[src/rtl/heat_stencil_pipe.sv]
// Three-stage 5-point heat-equation stencil update in signed fixed point.
// The stages are S1 Laplacian, S2 coef*lap scale, and S3 add/clamp. The whole pipe stalls together on output backpressure.
module heat_stencil_pipe #(
  parameter int WIDTH = 32,
  parameter int FRAC  = 27,
  parameter int CNT_W = 16
) (
  input  logic                    clk,
  input  logic                    reset,
  input  logic                    in_valid,
  output logic                    in_ready,
  input  logic signed [WIDTH-1:0] node_center,
  input  logic signed [WIDTH-1:0] node_up,
  input  logic signed [WIDTH-1:0] node_down,
  input  logic signed [WIDTH-1:0] node_left,
  input  logic signed [WIDTH-1:0] node_right,
  input  logic signed [WIDTH-1:0] coef,
  input  logic                    in_fixed,
  output logic                    out_valid,
  input  logic                    out_ready,
  output logic signed [WIDTH-1:0] new_center,
  output logic                    out_sat,
  output logic [CNT_W-1:0]        sat_count,
  input  logic                    sat_clr
);

  localparam int STAGES = 3;
  localparam int LW = WIDTH + 3;
  localparam int PW = 2*WIDTH + 3;
  localparam int SW = 2*WIDTH + 4;

  logic [STAGES:1] vld_pipe_d, vld_pipe_q;

  logic signed [LW-1:0]    lap_d, lap_q;
  logic signed [WIDTH-1:0] c1_d, c1_q, coef1_d, coef1_q;
  logic                    fix1_d, fix1_q;

  logic signed [PW-1:0]    sp2_d, sp2_q;
  logic signed [WIDTH-1:0] c2_d, c2_q;
  logic                    fix2_d, fix2_q;

  logic signed [WIDTH-1:0] out_d, out_q;
  logic                    sat_d, sat_q;
  logic [CNT_W-1:0]        sat_count_d, sat_count_q;

  logic                    advance, accept;
  logic signed [LW-1:0]    lap_calc;
  logic signed [PW-1:0]    prod;
  logic signed [SW-1:0]    sum;
  logic [SW-WIDTH:0]       sum_hi;
  logic signed [WIDTH-1:0] res_calc;
  logic                    sat_calc;

  assign advance  = !vld_pipe_q[STAGES] | out_ready;
  // Report ready during reset too, but never accept while reset is high.
  assign in_ready = advance | reset;
  assign accept   = in_valid & advance & !reset;

  always_comb begin
    lap_calc = LW'(node_up) + LW'(node_down) + LW'(node_left) + LW'(node_right)
             - (LW'(node_center) <<< 2);
    prod     = PW'(coef1_q) * PW'(lap_q);
    sum      = SW'(c2_q) + SW'(sp2_q);
    sum_hi   = sum[SW-1:WIDTH-1];
    res_calc = sum[WIDTH-1:0];
    sat_calc = 1'b0;
    if (fix2_q) begin
      res_calc = c2_q;
    end else if (!((&sum_hi) | (~|sum_hi))) begin
      // The bits above the result sign disagree, so the sum overflowed: clamp toward its true sign.
      sat_calc = 1'b1;
      res_calc = sum[SW-1] ? {1'b1, {(WIDTH-1){1'b0}}} : {1'b0, {(WIDTH-1){1'b1}}};
    end
  end

  always_comb begin
    vld_pipe_d = vld_pipe_q;
    lap_d      = lap_q;
    c1_d       = c1_q;
    coef1_d    = coef1_q;
    fix1_d     = fix1_q;
    sp2_d      = sp2_q;
    c2_d       = c2_q;
    fix2_d     = fix2_q;
    out_d      = out_q;
    sat_d      = sat_q;
    if (advance) begin
      vld_pipe_d = {vld_pipe_q[STAGES-1:1], accept};
      lap_d      = lap_calc;
      c1_d       = node_center;
      coef1_d    = coef;
      fix1_d     = in_fixed;
      sp2_d      = prod >>> FRAC;
      c2_d       = c1_q;
      fix2_d     = fix1_q;
      if (vld_pipe_q[STAGES-1]) begin
        out_d = res_calc;
        sat_d = sat_calc;
      end
    end
  end

  always_comb begin
    sat_count_d = sat_count_q;
    if (sat_clr)
      sat_count_d = '0;
    else if (vld_pipe_q[STAGES] & out_ready & sat_q & ~&sat_count_q)
      sat_count_d = sat_count_q + CNT_W'(1);
  end

  always_ff @(posedge clk) begin
    if (reset) begin
      vld_pipe_q  <= '0;
      lap_q       <= '0;
      c1_q        <= '0;
      coef1_q     <= '0;
      fix1_q      <= 1'b0;
      sp2_q       <= '0;
      c2_q        <= '0;
      fix2_q      <= 1'b0;
      out_q       <= '0;
      sat_q       <= 1'b0;
      sat_count_q <= '0;
    end else begin
      vld_pipe_q  <= vld_pipe_d;
      lap_q       <= lap_d;
      c1_q        <= c1_d;
      coef1_q     <= coef1_d;
      fix1_q      <= fix1_d;
      sp2_q       <= sp2_d;
      c2_q        <= c2_d;
      fix2_q      <= fix2_d;
      out_q       <= out_d;
      sat_q       <= sat_d;
      sat_count_q <= sat_count_d;
    end
  end

  assign out_valid  = vld_pipe_q[STAGES];
  assign new_center = out_q;
  assign out_sat    = sat_q;
  assign sat_count  = sat_count_q;

endmodule
[config.mk]
export PLATFORM = sky130hd
export DESIGN_NAME = heat_stencil_pipe
export DESIGN_NICKNAME = d
export VERILOG_FILES = /design/src/rtl/heat_stencil_pipe.sv
export SDC_FILE = /design/constraint.sdc
export NUM_CORES = 2
export LEC_CHECK = 0
export ABC_AREA = 1
export BUFFER_PORTS_ARGS = -buffer_cell sky130_fd_sc_hd__buf_4
export CORE_MARGIN = 3
export CORE_UTILIZATION = 55
export DETAILED_ROUTE_END_ITERATION = 7
export MAX_ROUTING_LAYER = met4
export PLACE_DENSITY_LB_ADDON = 0.15
export SYNTH_ARGS = -nofsm -noshare
export SYNTH_HDL_FRONTEND = slang
export SYNTH_SLANG_ARGS = --single-unit
export TNS_END_PERCENT = 10
[constraint.sdc]
create_clock -name clk -period 10 [get_ports clk]
set_input_delay 1.5 -clock clk [delete_from_list [all_inputs] [get_ports clk]]
set_output_delay 1.5 -clock clk [all_outputs]
set_load 0.01 [all_outputs]
# [Word-level counts from Yosys, hierarchy flattened]
# Cells that the tools add are included.
[word_totals] register_bits=225 input_bits=198 wordCells=40
[classes] add_sub_neg=6 mul=1 mux=5 bitwise=8 reduce_logical=9
[ops] operator="32-bit two-way mux" n=3
[ops] operator="32-bit by 35-bit multiplier with 67-bit output" n=1
[ops] operator="32-bit by 40-bit adder with 41-bit output" n=1
[ops] operator="37-bit AND reduction" n=1
[ops] operator="37-bit OR reduction" n=1
[ops] operator="34-bit by 32-bit adder with 35-bit output" n=1
[ops] operator="35-bit by 34-bit subtractor with 35-bit output" n=1
[ops] operator="33-bit by 32-bit adder with 34-bit output" n=1
[ops] operator="32-bit by 32-bit adder with 33-bit output" n=1
[ops] operator="16-bit by 1-bit adder with 16-bit output, second input constant" n=1
[ops] operator="16-bit AND reduction" n=1
[ops] operator="1-bit bitwise AND" n=5
[ops] operator="1-bit logical NOT" n=4
[ops] operator="1-bit bitwise OR" n=3
[ops] operator="1-bit two-way mux" n=2
[ops] operator="2-bit AND reduction" n=1
[ops] operator="2-bit OR reduction" n=1

# [Longest topological paths before layout]
[logic_depth] word_depth=6 mapped_depth=35 mapped_depth_nobuf=33

# [Least setup slack after synthesis]
# OpenSTA, ideal clock, no wires.
[synth_timing] kind="register to register" startpoint="reg lap_q[34]" endpoint="reg sp2_q[36]" arrival_time_ns=7.386 setup_slack_ns=2.497 stages_incl_launch_ff=29 n_path_buf=2 period_less_slack_ns=7.503 path_cell_list="dfxtp_1 clkbuf_1 clkbuf_1 nand2_1 inv_1 fa_1 fa_1 fa_1 fa_1 inv_1 fa_1 inv_1 fa_1 inv_1 fa_1 inv_1 fa_1 ha_1 nand2_1 nor2_1 inv_1 nor2_1 inv_1 nor4_1 nand4_1 nand3_1 nand3_1 o211ai_1 inv_1"
[synth_between] elab_chain_len=1
[synth_lines] item="start, declared" line="34" text="logic signed [LW-1:0] lap_d, lap_q;"
[synth_lines] item="start signal, assigned" line="126" text="lap_q <= lap_d;"
[synth_lines] item="32-bit by 35-bit multiplier with 67-bit output" line="62" text="prod = PW'(coef1_q) * PW'(lap_q);"
[synth_lines] item="end signal, assigned" line="130" text="sp2_q <= sp2_d;"
[synth_lines] item="end, declared" line="38" text="logic signed [PW-1:0] sp2_d, sp2_q;"
# No other way between the ends.
# A chain may end at the register's enable or synchronous reset.

# [Final worst setup path]
[layout_timing] startpoint="reg lap_q[34]" endpoint="reg sp2_q[35]"
# The elaborated chain is that of the path after synthesis.

==> impl_metrics.toml <==
[status]
outcome = "finished clean"

[critical_path]
end_kind = "register"
arrival_ps = 9320
start_kind = "register"
cp_max_fo = 25
ff2ff_setup_slack_ps = 1220
r2r_cells = 27
critPathKind = "register to register"
r2r_start = "lap_q[34]"
r2r-end = "sp2_q[35]"
cp_data_required_time_ps = 10550

[synthesis]
yosys_warnings = 0
seq_area_frac_synth = 0.0795
synth_top_family_by_area = "adder cells"
post-synth-top-area-fraction = 0.449
yosysUniqueCellTypes = 51
synth_common_cells = "inv_1, nand2_1, fa_1, clkbuf_1, nor2_1"
synth_fa_ha_area_frac = 0.507
synth_edf_count = 0
synth_compound_area_frac = 0.0641
syn_nets = 9142
synth_flop_cell = "dfxtp_1"
synth_top_cell_by_area = "fa_1"
yosysMostFrequentCell = "inv_1"
synthTopCellsByArea = "fa_1, inv_1, nand2_1, dfxtp_1, ha_1"
synthSimpleGateAreaFrac = 0.166
synth-xor-area-share = 0.0128
syn_area_mm2 = 0.0566
ys_ff_latch = 225
synth_mux_area_frac = 0
synthCells = 7410
synth_async_sr_flop_share = 0
synth.avg_cell_area_um2 = 7.64

[place]
place_congestion = 1.04
port_buffers = 248
hpwl_um = 147000

[routing]
postRouteAntennaNets = 0
wl_per_cell_um = 19.6
vias_per_cell = 5.21
first_pass_iters = 6
vias = 46250
drcViolationCount = 0
routed_wl_um = 174000
drt_iter0_markers = 3599

[die]
die_area_mm2 = 0.107
die-height_um = 327
die_w_um = 327
io_pins = 249
start_util = 0.555
core-area_mm2 = 0.102
fp-row-count = 117

[grt]
grt_first_pass_wirelength_um = 275000
gr-usage-all-layers = 0.344
grt_pass1_vias = 48802
antenna_found_initial = 1
grt_max_degree = 93
grt_overflow = 0

[finish]
syn2layout_area_growth_pct = 7.54
nets = 9208
drive_above_1_share = 0.0664

[clock_tree]
cts_resized = 0
cts.reportedPaths.clkPinSlew_ps = 60
cts-root-buf = "clkbuf_16"
clock-sinks = 225
cts_made_buffers = 31
cts_tree = "built"
postCtsSetupBuffers = 0
clock_latency_ps = 650
postCtsHoldBufs = 0
htreeDepth = 1
clk_path_buf_depth = 3

[timing]
hold_viol_final = 0
relSlewSlack = 0.0487
grt_setup_unrepaired = "false"
slew_violations = 0
tns_ps = 0
worst_clock_skew_ps = 57.8
timing.final.crit_share = 0.878
fmax_mhz = 114
setup_viol = 0
worst_pin_slew_ps = 1410
fin_crit_ps = 8780

[hold_path]
worstHoldEndpoint = "c2_q[12]"
holdPathStages = 2
min_from = "c1_q[12]"
hold_path.class = "register to register"

[run]
drv_cap = 0
final cells by class:
cell class              instances  area (µm²)
multi-input cells            4636       42500
fillers                      9591       41100
inverters                    2214        8310
flip-flops and latches        225        4500
repair buffers                368        2790
well taps                    1368        1710
clock buffers                  42         867
clock inverters                15         199
diodes                          1        2.50
metal layers:
layer / up-vias / wire length [µm] / GRT usage
met4: 0 / 5800 / 0.0953
li1: 21205 / - / -
met3: 271 / 11000 / 0.0403
met1: 23317 / 72700 / 0.453
met5: - / 0 / -
met2: 1457 / 84300 / 0.569
worst max-delay path: stages, from the launching register on:
cell and delay, ps:
dfxtp_1 480, buf_4 380, nand2_1 200, fa_1 480
fa_1 450, inv_1 230, fa_1 500, fa_1 870
inv_1 390, fa_1 580, inv_1 50, fa_1 520
inv_1 50, fa_1 470, inv_1 50, fa_1 450
ha_1 420, nand2_1 100, nor2_1 110, inv_1 90
nor2_1 200, inv_1 120, nor3_1 580, nand4_1 430
nand3_1 210, nand2_1 60, o21ai_0 160, inv_1 50
cells by family after synthesis:
kind of cell / after synthesis
and+or+nand+nor: 2390
DFF: 225
buffers and inverters: 2549
xor gates and xnor gates: 83
AOI/OAI and AO/OA: 629
adders and majority gates: 1534
worst max-delay path by stage:
| stage | startpoint | end | cells past startpoint |
|---|---|---|---|
| 6_report | lap_q[34] | sp2_q[35] | 27 |
| 5_1_grt | lap_q[34] | sp2_q[35] | 27 |
| 4_1_cts | lap_q[34] | sp2_q[35] | 27 |
| 3_5_place_dp | lap_q[34] | sp2_q[35] | 27 |
| 3_3_place_gp | lap_q[34] | sp2_q[35] | 27 |
| 2_1_floorplan | lap_q[34] | sp2_q[36] | 28 |
flip-flops by register name, indices dropped and copies added (netlist names):
signal and count:
c2_q 32, lap_q 35, c1_q 32, sat_count 16, fix1_q 1, vld_pipe_q 3
fix2_q 1, new_center 32, sp2_q 40, coef1_q 32, out_sat 1
placed cells by master (no fill, tap or decap), types with 8 or more instances in the layout:
master,instances
nor4_1,10
buf_4,366
a21oi_1,265
nor2_1,281
a21boi_0,8
xnor2_1,41
fa_1,1271
xor2_1,42
a31oi_1,23
dfxtp_1,225
o211ai_1,20
nand2_1,1856
o21a_1,20
clkbuf_16,31
o21ai_0,174
o21bai_1,17
a21oi_2,30
nand2_2,8
nor3_1,29
nor2_2,12
ha_1,263
o22ai_1,33
inv_1,2207
or2_2,8
nand4_1,29
nand3_1,137
metrics by stage:
stage,setup slack (ps),cells,hold slack [ps],area (µm²),util
5_1_grt,919,8868,489,60900,0.597
3_5_place_dp,1490,8811,462,59900,0.587
3_3_place_gp,1430,8811,454,59900,0.587
2_1_floorplan,2500,7410,444,56600,-
6_report,1220,8869,473,60900,0.597
4_1_cts,1440,8868,471,60900,0.597
Power is left out: the tool's default activity adds up to more than one toggle a clock period on the data nets, which glitch-free logic cannot reach.
